## config.mk

```make
export PLATFORM = sky130hd
export DESIGN_NAME = uart_tx_fifo
export DESIGN_NICKNAME = d
export VERILOG_FILES = /design/src/rtl/uart_pkg.sv /design/src/rtl/uart_sync_fifo.sv /design/src/rtl/uart_tx_fifo.sv
export SDC_FILE = /design/constraint.sdc
export NUM_CORES = 1
export LEC_CHECK = 0
export BUFFER_PORTS_ARGS = -buffer_cell sky130_fd_sc_hd__buf_2
export CAP_MARGIN = 20
export CORE_ASPECT_RATIO = 0.75
export CORE_MARGIN = 3
export CORE_UTILIZATION = 60
export DETAILED_ROUTE_END_ITERATION = 8
export GPL_ROUTABILITY_DRIVEN = 0
export MAX_ROUTING_LAYER = met4
export PLACE_DENSITY = 0.81
export SLEW_MARGIN = 20
export SYNTH_ARGS = -nofsm -noshare
export SYNTH_HDL_FRONTEND = slang
export SYNTH_SLANG_ARGS = --single-unit
```

## constraint.sdc

```tcl
create_clock -name clk -period 3.9 [get_ports clk]
set_input_delay 0.585 -clock clk [delete_from_list [all_inputs] [get_ports clk]]
set_output_delay 0.585 -clock clk [all_outputs]
set_load 0.01 [all_outputs]
```

## src/rtl/uart_pkg.sv

```systemverilog
// Shared UART definitions: transmitter state encoding, minimum character length
// and the parity helper used by the TX (and later the RX).
package uart_pkg;

    typedef enum logic [2:0] {
        S_IDLE     = 3'd0,
        S_START    = 3'd1,
        S_DATA     = 3'd2,
        S_PARITY   = 3'd3,
        S_STOP1    = 3'd4,
        S_STOP2    = 3'd5,
        S_BREAK    = 3'd6,
        S_BRK_STOP = 3'd7
    } tx_state_t;

    localparam int UART_MIN_DATA_BITS = 5;
    localparam int UART_PAR_W         = 16;

    // Parity over the low `len` bits only; odd parity is the complement of the XOR.
    function automatic logic calc_parity(input logic [UART_PAR_W-1:0] data,
                                         input logic [3:0]            len,
                                         input logic                  odd);
        logic p;
        p = odd;
        for (int i = 0; i < UART_PAR_W; i++) begin
            if (i < int'(len)) begin
                p = p ^ data[i];
            end
        end
        return p;
    endfunction

endpackage

```

## src/rtl/uart_sync_fifo.sv

```systemverilog
// Single-clock FIFO with show-ahead read data and an occupancy count.
// Shared between the UART transmitter and receiver.
module uart_sync_fifo #(
    parameter int WIDTH = 9,
    parameter int DEPTH = 16,
    localparam int AW   = $clog2(DEPTH),
    localparam int CW   = AW + 1
) (
    input  logic             clk,
    input  logic             rst,
    input  logic             push,
    input  logic [WIDTH-1:0] wr_data,
    input  logic             pop,
    output logic [WIDTH-1:0] rd_data,
    output logic             full,
    output logic             empty,
    output logic [CW-1:0]    count
);

    logic [WIDTH-1:0] mem [DEPTH];
    logic [AW-1:0]    wr_ptr;
    logic [AW-1:0]    rd_ptr;
    logic             do_push;
    logic             do_pop;

    assign full    = (count == CW'(DEPTH));
    assign empty   = (count == '0);
    assign do_push = push && !full;
    assign do_pop  = pop && !empty;
    assign rd_data = mem[rd_ptr];

    always_ff @(posedge clk) begin
        if (do_push) begin
            mem[wr_ptr] <= wr_data;
        end
    end

    // Pointers are exactly AW bits wide, so DEPTH being a power of two gives the wrap for free.
    always_ff @(posedge clk) begin
        if (rst) begin
            wr_ptr <= '0;
            rd_ptr <= '0;
            count  <= '0;
        end else begin
            if (do_push) begin
                wr_ptr <= wr_ptr + 1'b1;
            end
            if (do_pop) begin
                rd_ptr <= rd_ptr + 1'b1;
            end
            case ({do_push, do_pop})
                2'b10:   count <= count + 1'b1;
                2'b01:   count <= count - 1'b1;
                default: count <= count;
            endcase
        end
    end

endmodule

```

## src/rtl/uart_tx_fifo.sv

```systemverilog
// Buffered UART transmitter: FIFO-fed, run-time configurable framing, CTS gating
// and BREAK generation, stepping one bit per baud tick.
//
// state      | meaning
// -----------+---------------------------------------------------------
// S_IDLE     | line high, waiting for a tick with data+CTS or a break
// S_START    | start bit (0)
// S_DATA     | data bits, LSB first, from the shadow shift register
// S_PARITY   | latched parity bit
// S_STOP1    | first stop bit (1)
// S_STOP2    | second stop bit (1), only when two stops were latched
// S_BREAK    | line held low while brk_req stays high
// S_BRK_STOP | one high bit period closing a break
module uart_tx_fifo
    import uart_pkg::*;
#(
    parameter int MAX_DATA_BITS = 9,
    parameter int FIFO_DEPTH    = 16,
    parameter int CNT_W         = $clog2(FIFO_DEPTH) + 1
) (
    input  logic                     clk,
    input  logic                     rst,
    input  logic                     tick,
    input  logic                     in_valid,
    input  logic [MAX_DATA_BITS-1:0] in_data,
    output logic                     in_ready,
    input  logic [3:0]               cfg_data_bits,
    input  logic                     cfg_parity_en,
    input  logic                     cfg_parity_odd,
    input  logic                     cfg_stop2,
    input  logic                     cts,
    input  logic                     brk_req,
    output logic                     tx_out,
    output logic                     tx_busy,
    output logic                     tx_done,
    output logic [CNT_W-1:0]         fifo_count,
    output logic                     fifo_empty
);

    tx_state_t                state;
    logic [MAX_DATA_BITS-1:0] shift;
    logic [3:0]               bit_idx;
    logic [3:0]               sh_len;
    logic                     sh_par_en;
    logic                     sh_parity;
    logic                     sh_stop2;

    logic                     fifo_full;
    logic [MAX_DATA_BITS-1:0] head;
    logic [3:0]               cfg_len;
    logic                     at_boundary;
    logic                     start_ok;

    assign in_ready = !fifo_full;

    uart_sync_fifo #(
        .WIDTH (MAX_DATA_BITS),
        .DEPTH (FIFO_DEPTH)
    ) u_fifo (
        .clk     (clk),
        .rst     (rst),
        .push    (in_valid && in_ready),
        .wr_data (in_data),
        .pop     (start_ok),
        .rd_data (head),
        .full    (fifo_full),
        .empty   (fifo_empty),
        .count   (fifo_count)
    );

    always_comb begin
        cfg_len = cfg_data_bits;
        if (cfg_data_bits < 4'(UART_MIN_DATA_BITS) || cfg_data_bits > 4'(MAX_DATA_BITS)) begin
            cfg_len = 4'(MAX_DATA_BITS);
        end
    end

    // The tick that ends the last stop bit (or the break stop) also decides what
    // comes next, so back-to-back characters leave no idle bit between them.
    assign at_boundary = (state == S_IDLE)
                      || (state == S_STOP1 && !sh_stop2)
                      || (state == S_STOP2)
                      || (state == S_BRK_STOP);

    assign start_ok = tick && at_boundary && !brk_req && cts && !fifo_empty;

    always_ff @(posedge clk) begin
        tx_done <= 1'b0;
        if (rst) begin
            state     <= S_IDLE;
            tx_out    <= 1'b1;
            tx_busy   <= 1'b0;
            shift     <= '0;
            bit_idx   <= '0;
            sh_len    <= 4'(MAX_DATA_BITS);
            sh_par_en <= 1'b0;
            sh_parity <= 1'b0;
            sh_stop2  <= 1'b0;
        end else if (tick) begin
            if (at_boundary) begin
                tx_done <= (state == S_STOP1) || (state == S_STOP2);
                if (brk_req) begin
                    state   <= S_BREAK;
                    tx_out  <= 1'b0;
                    tx_busy <= 1'b1;
                end else if (start_ok) begin
                    state     <= S_START;
                    tx_out    <= 1'b0;
                    tx_busy   <= 1'b1;
                    shift     <= head;
                    sh_len    <= cfg_len;
                    sh_par_en <= cfg_parity_en;
                    sh_parity <= calc_parity(UART_PAR_W'(head), cfg_len, cfg_parity_odd);
                    sh_stop2  <= cfg_stop2;
                end else begin
                    state   <= S_IDLE;
                    tx_out  <= 1'b1;
                    tx_busy <= 1'b0;
                end
            end else begin
                case (state)
                    S_START: begin
                        state   <= S_DATA;
                        bit_idx <= '0;
                        tx_out  <= shift[0];
                        shift   <= shift >> 1;
                    end
                    S_DATA: begin
                        if (bit_idx == 4'(sh_len - 4'd1)) begin
                            if (sh_par_en) begin
                                state  <= S_PARITY;
                                tx_out <= sh_parity;
                            end else begin
                                state  <= S_STOP1;
                                tx_out <= 1'b1;
                            end
                        end else begin
                            bit_idx <= bit_idx + 4'd1;
                            tx_out  <= shift[0];
                            shift   <= shift >> 1;
                        end
                    end
                    S_PARITY: begin
                        state  <= S_STOP1;
                        tx_out <= 1'b1;
                    end
                    S_STOP1: begin
                        state  <= S_STOP2;
                        tx_out <= 1'b1;
                    end
                    S_BREAK: begin
                        if (!brk_req) begin
                            state  <= S_BRK_STOP;
                            tx_out <= 1'b1;
                        end
                    end
                    default: begin
                        state   <= S_IDLE;
                        tx_out  <= 1'b1;
                        tx_busy <= 1'b0;
                    end
                endcase
            end
        end
    end

endmodule

```

# --- Word level (Yosys, flattened, before mapping) ---
# Memories as Yosys holds them, arrays and structs flattened. A register that Yosys moved wholly into a read port is not among the register bits.
# Cells that the tools add are included.
classes:
  n_eq_ne: 18
  bitwise: 12
  n_addsub: 6
  n_reduce_logical: 30
  magnitude_cmp: 11
  n_mux: 80
op_table:
  columns: ["cell", "count"]
  rows:
  - ["$mux 1", 62]
  - ["$mux 9", 4]
  - ["$pmux 9 s2", 1]
  - ["$lt 3x4->1 const A", 4]
  - ["$mux 4", 4]
  - ["$mux 3", 5]
  - ["$pmux 3 s5", 1]
  - ["$add 4x1->4 const B", 3]
  - ["$eq 3x3->1 const B", 4]
  - ["$pmux 5 s2", 1]
  - ["$ne 3x3->1 const B", 3]
  - ["$xor 1x1->1", 9]
  - ["$logic_and 1x1->1", 8]
  - ["$lt 1x4->1 const A", 2]
  - ["$lt 2x4->1 const A", 2]
  - ["$pmux 4 s2", 1]
  - ["$reduce_and 4->1", 2]
  - ["$eq 3x2->1 const B", 2]
  - ["$add 5x1->5 const B", 1]
  - ["$eq 5x5->1 const B", 1]
  - ["$logic_not 5->1", 1]
  - ["$logic_or 1x1->1", 5]
  - ["$reduce_and 5->1", 1]
  - ["$reduce_or 5->1", 1]
  - ["20 further kinds", 29]
totals:
  mem_count: 1
  word_cells: 171
  ramBits: 144
  ff_bits: 39
mem_list:
  columns: ["name", "words", "width", "rd", "rd_clocked_by_memory_dff", "write_ports", "line_no", "rtl"]
  rows:
  - ["u_fifo.mem", 16, 9, 1, 1, 1, "uart_sync_fifo.sv:20", "logic [WIDTH-1:0] mem [DEPTH];"]

# --- Longest topological paths before layout ---
depth:
  word_depth: 65
  ltp_mapped: 16

# --- Hierarchy ---
# From an unflattened synthesis, not the netlist that was laid out.
unflattened:
  hier_cells: 531
  area_unflattened_um2: 8277.9
by_module_without_submodules:
  columns: ["mod", "instances", "cells_each", "area_per_inst_um2"]
  rows:
  - ["uart_sync_fifo", 1, 327, 6580.1]
  - ["uart_tx_fifo", 1, 204, 1697.9]

# --- Worst setup path after synthesis ---
# OpenSTA, ideal clock, no wires.
synth_timing:
  path_type: "register -> register"
  start: "register state[0]"
  end: "register u_fifo.count[4]"
  n_path_buf: 2
  arrival_ns: 3.361
  path_stages_with_launch: 17
  setup_ns: 0.070
  required_time_ns: 3.830
  synth_period_minus_slack_ns: 3.432
  slack_ns: 0.468
  path_cell_list: "dfxtp_1 > buf_2 > a211oi_1 > a21oi_1 > nand2b_4 > or4b_1 > inv_1 > buf_1 > ha_1 > inv_1 > fa_1 > inv_1 > a21o_1 > a21oi_1 > xnor2_1 > or3_1 > a21oi_1"
synth_via:
  elab_chain_cells: 12
  word_cells_on_any_way: 17
  cone_classes: "5 x eq/ne; 1 x mux; 11 x reduce/logical"
synth_rtl:
  columns: ["element", "line_no", "rtl"]
  rows:
  - ["start, declared", "uart_tx_fifo.sv:40", "tx_state_t state;"]
  - ["start signal, assigned", "uart_tx_fifo.sv:90", "state <= S_IDLE;"]
  - ["start signal, assigned", "uart_tx_fifo.sv:103", "state <= S_BREAK;"]
  - ["start signal, assigned", "uart_tx_fifo.sv:107", "state <= S_START;"]
  - ["$eq 3x3->1", "uart_tx_fifo.sv:81", "|| (state == S_STOP1 && !sh_stop2)"]
  - ["$logic_and 1x1->1", "uart_tx_fifo.sv:81", null]
  - ["$logic_or 1x1->1", "uart_tx_fifo.sv:81", null]
  - ["$logic_or 1x1->1", "uart_tx_fifo.sv:82", "|| (state == S_STOP2)"]
  - ["$logic_or 1x1->1 (*)", "uart_tx_fifo.sv:83", "|| (state == S_BRK_STOP);"]
  - ["$logic_and 1x1->1 (*) (4 in a row)", "uart_tx_fifo.sv:85", "assign start_ok = tick && at_boundary && !brk_req && cts && !fifo_empty;"]
  - ["$logic_and 1x1->1 (*)", "uart_sync_fifo.sv:29", "assign do_pop = pop && !empty;"]
  - ["named net u_fifo.do_pop", "uart_sync_fifo.sv:24", "logic do_pop;"]
  - ["$eq 2x1->1 / $eq 2x2->1 (equally long branches)", "uart_sync_fifo.sv:51", "case ({do_push, do_pop})"]
  - ["$pmux 5 s2 / $reduce_bool 2->1 (equally long branches)", null, null]
  - ["end signal, assigned", "uart_sync_fifo.sv:52", "2'b10: count <= count + 1'b1;"]
  - ["end signal, assigned", "uart_sync_fifo.sv:53", "2'b01: count <= count - 1'b1;"]
  - ["end signal, assigned", "uart_sync_fifo.sv:54", "default: count <= count;"]
  - ["end, declared", "uart_sync_fifo.sv:17", "output logic [CW-1:0] count"]
# The timed path passes the listed nets; every way through them passes the cells marked *.
# A chain may end at the register's enable or synchronous reset.

# --- Worst setup path in the final report ---
layout_timing:
  start: "register state[2]"
  end: "register u_fifo.count[4]"
layout_via:
  elab_chain_cells: 12
  word_cells_on_any_way: 17
  cone_classes: "5 x eq/ne; 1 x mux; 11 x reduce/logical"
layout_rtl:
  columns: ["element", "line_no"]
  rows:
  - ["$eq 3x3->1", "uart_tx_fifo.sv:81"]
  - ["$logic_and 1x1->1", "uart_tx_fifo.sv:81"]
  - ["$logic_or 1x1->1", "uart_tx_fifo.sv:81"]
  - ["$logic_or 1x1->1", "uart_tx_fifo.sv:82"]
  - ["$logic_or 1x1->1 (*)", "uart_tx_fifo.sv:83"]
  - ["$logic_and 1x1->1 (*) (4 in a row)", "uart_tx_fifo.sv:85"]
  - ["$logic_and 1x1->1 (*)", "uart_sync_fifo.sv:29"]
  - ["$eq 2x1->1 / $eq 2x2->1 (equally long branches)", "uart_sync_fifo.sv:51"]
  - ["$pmux 5 s2 / $reduce_bool 2->1 (equally long branches)", null]
# Mark *: on every way between the ends. The rest lies on a longest branch, timed or not.

==> metrics.txt <==
# TYPE chip_impl_metric gauge
chip_impl_metric{name="numPlacedInstances",unit=""} 716
chip_impl_metric{name="share_of_synthesized_area_occupied_by_flip_flops_and_latches",unit="%"} 65.5
chip_impl_metric{name="synth.net_count",unit=""} 569
chip_impl_metric{name="area.growth.synth_to_final",unit="%"} 11.5
chip_impl_metric{name="post_route_cells_drive_above_1_share",unit="%"} 18.8
chip_impl_metric{name="fillers",unit=""} 795
chip_impl_info{name="post-synth-top-count-cell",value="edfxtp_1"} 1
chip_impl_metric{name="fin_tns_setup",unit="ns"} 0
chip_impl_metric{name="cts_setup_buffers",unit=""} 0
chip_impl_info{name="worst_path_dominant_cell_family",value="simple AND/OR/NAND/NOR gates"} 1
chip_impl_metric{name="timing_hold_violations_final",unit=""} 0
chip_impl_metric{name="hold-path-cell-count",unit=""} 3
chip_impl_metric{name="finalWirelength",unit="mm"} 16.6
chip_impl_metric{name="drc",unit=""} 0
chip_impl_metric{name="worst_pin_slew",unit="ns"} 1.13
chip_impl_metric{name="area.sequential",unit="sq um"} 5190
chip_impl_metric{name="grt_first_pass_wirelength",unit="mm"} 25.8
chip_impl_metric{name="synth_warnings",unit=""} 0
chip_impl_info{name="run_status",value="finished, final reports clean"} 1
chip_impl_info{name="hp-start",value="cfg_stop2"} 1
chip_impl_metric{name="multi_input_comb_area",unit="sq um"} 2550
chip_impl_metric{name="fin_crit_sh",unit="%"} 87.2
chip_impl_metric{name="r2r_slack",unit="ns"} 0.50
chip_impl_metric{name="antenna_violating_nets_post_route",unit=""} 0
chip_impl_metric{name="final_instance_area",unit="sq um"} 8820
chip_impl_metric{name="clock.fmax",unit="MHz"} 294
chip_impl_metric{name="ctsHoldBuffers",unit=""} 0
chip_impl_metric{name="crit_required",unit="ns"} 4.24
chip_impl_metric{name="initial_core_util",unit="%"} 63.0
chip_impl_metric{name="core_region_area",unit="sq um"} 12600
chip_impl_metric{name="vertical_die_dimension",unit="microns"} 105
chip_impl_metric{name="drt_pre_antenna_iters",unit=""} 5
chip_impl_metric{name="worst_clock_skew_on_the_final_layout",unit="ns"} 0.00946
chip_impl_metric{name="design.die.area",unit="sq um"} 14600
chip_impl_metric{name="grtUsageTotal",unit="%"} 24.1
chip_impl_metric{name="critical_path_buf_inv_count",unit=""} 3
chip_impl_metric{name="peakVddDrop",unit="V"} 0.000423
chip_impl_metric{name="cts_max_level",unit=""} 4
chip_impl_info{name="synth.cells.most_frequent",value="edfxtp_1, nor2_1, dfxtp_1"} 1
chip_impl_metric{name="detail_route.vias_per_cell",unit=""} 6.33
chip_impl_info{name="crit_chain",value="a211oi_1, a21oi_1, nand2b_4, or4b_1, inv_1, ha_1, inv_1, fa_1, inv_1, a21o_1, a21oi_1, xnor2_1, or3_1, a21oi_1"} 1
chip_impl_metric{name="p_leak",unit="nW"} 2.94
chip_impl_metric{name="finalWorstSetupSlack",unit="ns"} 0.500
chip_impl_metric{name="critPathArrivalTime",unit="ns"} 3.75
chip_impl_metric{name="postSynthRegisterBits",unit=""} 187
chip_impl_metric{name="timing.final.max_slew_violations",unit=""} 0
chip_impl_info{name="critical_path.startpoint_type",value="flip-flop"} 1
chip_impl_metric{name="power_density",unit="nW/um^2"} 475
chip_impl_info{name="hp-class",value="in -> reg"} 1
chip_impl_metric{name="dpl.hpwl",unit="mm"} 10.4
chip_impl_metric{name="grt_pass1_vias",unit=""} 4703
chip_impl_metric{name="total_number_of_vias",unit=""} 4751
chip_impl_info{name="cell_type_contributing_the_most_total_cell_area_after_synthesis",value="edfxtp_1"} 1
chip_impl_metric{name="post_synth_num_cell_types",unit=""} 48
chip_impl_metric{name="postPlaceCellArea",unit="sq um"} 8210
chip_impl_info{name="r2r_start",value="state[2]"} 1
chip_impl_metric{name="cts_inserted_buffers",unit=""} 17
chip_impl_metric{name="avgSynthCellArea",unit="sq um"} 14.8
chip_impl_metric{name="top_level_ports",unit=""} 32
chip_impl_metric{name="post_cts_resized",unit=""} 0
chip_impl_metric{name="synthDominantCellAreaShare",unit="%"} 54.6
chip_impl_metric{name="worst_skew_pair.late_latency",unit="ns"} 0.43
chip_impl_info{name="rsz0062_at_grt",value="no"} 1
chip_impl_info{name="timing.rr.end",value="u_fifo.count[4]"} 1
chip_impl_metric{name="worst_reg_to_reg_cells",unit=""} 14
chip_impl_metric{name="floorplan.rows",unit=""} 35
chip_impl_metric{name="clkSinkCount",unit=""} 187
chip_impl_info{name="clock_tree_from_tritoncts",value="done"} 1
chip_impl_metric{name="final_util",unit="%"} 70.2
chip_impl_info{name="root_buffer",value="clkbuf_16"} 1
chip_impl_metric{name="antenna-diode-count",unit=""} 0
chip_impl_info{name="timing_worst_setup_path_type",value="reg -> reg"} 1
chip_impl_metric{name="port-buffer-count",unit=""} 31
chip_impl_metric{name="detail_route.wl_per_cell",unit="microns"} 22.1
chip_impl_metric{name="maxCapViolCount",unit=""} 0
chip_impl_metric{name="cts_buffer_depth",unit=""} 2
chip_impl_info{name="synth_top_cells_by_area",value="edfxtp_1, dfxtp_1, mux4_2, mux4_1, nor2_1"} 1
chip_impl_metric{name="gr_ovfl_total",unit=""} 0
chip_impl_metric{name="post_layout_nonfiller_instances",unit=""} 750
chip_impl_metric{name="fp.dieW",unit="microns"} 139
chip_impl_metric{name="path_clk_slew",unit="ns"} 0.06
chip_impl_metric{name="synth_enable_flop_cells",unit=""} 144
chip_impl_metric{name="maximum_net_fanout_on_the_critical_path",unit=""} 16
chip_impl_info{name="main_flop_type_after_synthesis",value="edfxtp_1"} 1
chip_impl_metric{name="num-nets-final",unit=""} 605
chip_impl_metric{name="critical_path.max_stage_delay",unit="ns"} 0.49
chip_impl_metric{name="finalWorstPathRequiredPeriod",unit="ns"} 3.40
chip_impl_metric{name="dp_worst_setup_slack",unit="ns"} 0.585
chip_impl_info{name="critPathCaptureType",value="flip-flop"} 1
chip_impl_metric{name="mappedNetlistArea",unit="sq um"} 7910
chip_impl_metric{name="number_of_antenna_violations_at_the_first_check_in_global_routing",unit=""} 0
chip_impl_metric{name="max-slew-margin-rel",unit="%"} 24.3
chip_impl_metric{name="grt_max_degree",unit=""} 43
chip_impl_info{name="min_to",value="sh_stop2"} 1
chip_impl_metric{name="drtIter0Drc",unit=""} 487
chip_impl_metric{name="synthCells",unit=""} 535
chip_impl_metric{name="asyncSetResetFlopFracSynth",unit="%"} 0
chip_impl_metric{name="setup_viol_count_final",unit=""} 0
chip_impl_info{name="critical_path.slowest_cell",value="or4b_1"} 1
flip-flops by register name, summed over array words and instances (netlist names), named ones only:
register       count
tx_done            1
sh_stop2           1
sh_par_en          1
u_fifo.mem       144
bit_idx            4
sh_parity          1
tx_busy            1
sh_len             4
u_fifo.wr_ptr      4
tx_out             1
u_fifo.count       5
shift              9
state              3
u_fifo.rd_ptr      4
metrics by stage:
| step | total power, W | hold WS, ns |
|---|---|---|
| 2_1_floorplan | 0.00245 | 0.446 |
| 3_3_place_gp | 0.00253 | 0.450 |
| 3_5_place_dp | 0.00255 | 0.481 |
| 4_1_cts | 0.00421 | 0.386 |
| 5_1_grt | 0.00432 | 0.412 |
| 6_report | 0.00419 | 0.401 |
power by group:
part	internal [W]	switching, W	total [W]	leakage, nW
sequential	0.00218	0.0000339	0.00221	1.65
clock	0.000985	0.000695	0.00168	0.283
combinational	0.000127	0.000172	0.000298	1.01
worst max path at each step:
stage	slack, ns	cells past startpoint	endpoint	from
after floorplan	0.47	16	u_fifo.count[4]	state[0]
after global placement	0.67	8	sh_parity	flip-flop
after detailed placement	0.59	14	u_fifo.count[4]	state[2]
after CTS	0.56	14	u_fifo.count[4]	state[2]
after global routing	0.28	14	u_fifo.count[4]	state[2]
final	0.50	14	u_fifo.count[4]	state[2]
kinds of logic (layout without fill, tap and decap cells):
logic type	count (synthesis)	count (layout)	synth area share, %
fa+ha+maj	12	12	1.99
simple gates	134	134	8.08
mux	54	54	12.6
xor+xnor	23	23	2.72
compound gates	86	86	6.66
buf+inv	39	88	2.47
flops	187	187	65.5
final cells by class:
class	count	area share (%)
multi-input combinational	309	28.9
sequential	187	58.8
timing repair buffer	44	2.86
clock buffer	28	6.37
tap	166	2.35
clock inverter	4	0.255
inverter	12	0.511
tightest hold or removal path, delay by kind of cell:
family	cells	cell delay, ns
simple gates	1	0.05
buf+inv	1	0.10
compound gates	1	0.05
cell usage in the layout, fill, tap and decap left out, types with 6 or more instances in the layout:
cell,count
mux4_2,24
a211oi_1,9
mux2_2,6
inv_1,12
buf_2,31
mux2i_1,15
clkbuf_16,21
ha_1,11
nor3_1,9
dfxtp_1,42
xnor2_1,13
nor2_1,47
o21ai_0,16
edfxtp_1,144
mux4_1,9
nand2_1,33
buf_4,13
a22oi_1,11
clkbuf_1,6
nand3b_1,9
nand2b_1,7
xor2_1,9
a21oi_1,36
layer usage:
layer | vias to the layer above | track usage, % | wire, microns
li1 | 2105 | - | -
met1 | 2396 | 33.4 | 6900
met2 | 227 | 37.4 | 8090
met3 | 23 | 4.81 | 1350
met4 | 0 | 6.70 | 210
met5 | - | - | 0
No activity file was read; power rests on OpenSTA's default activity.
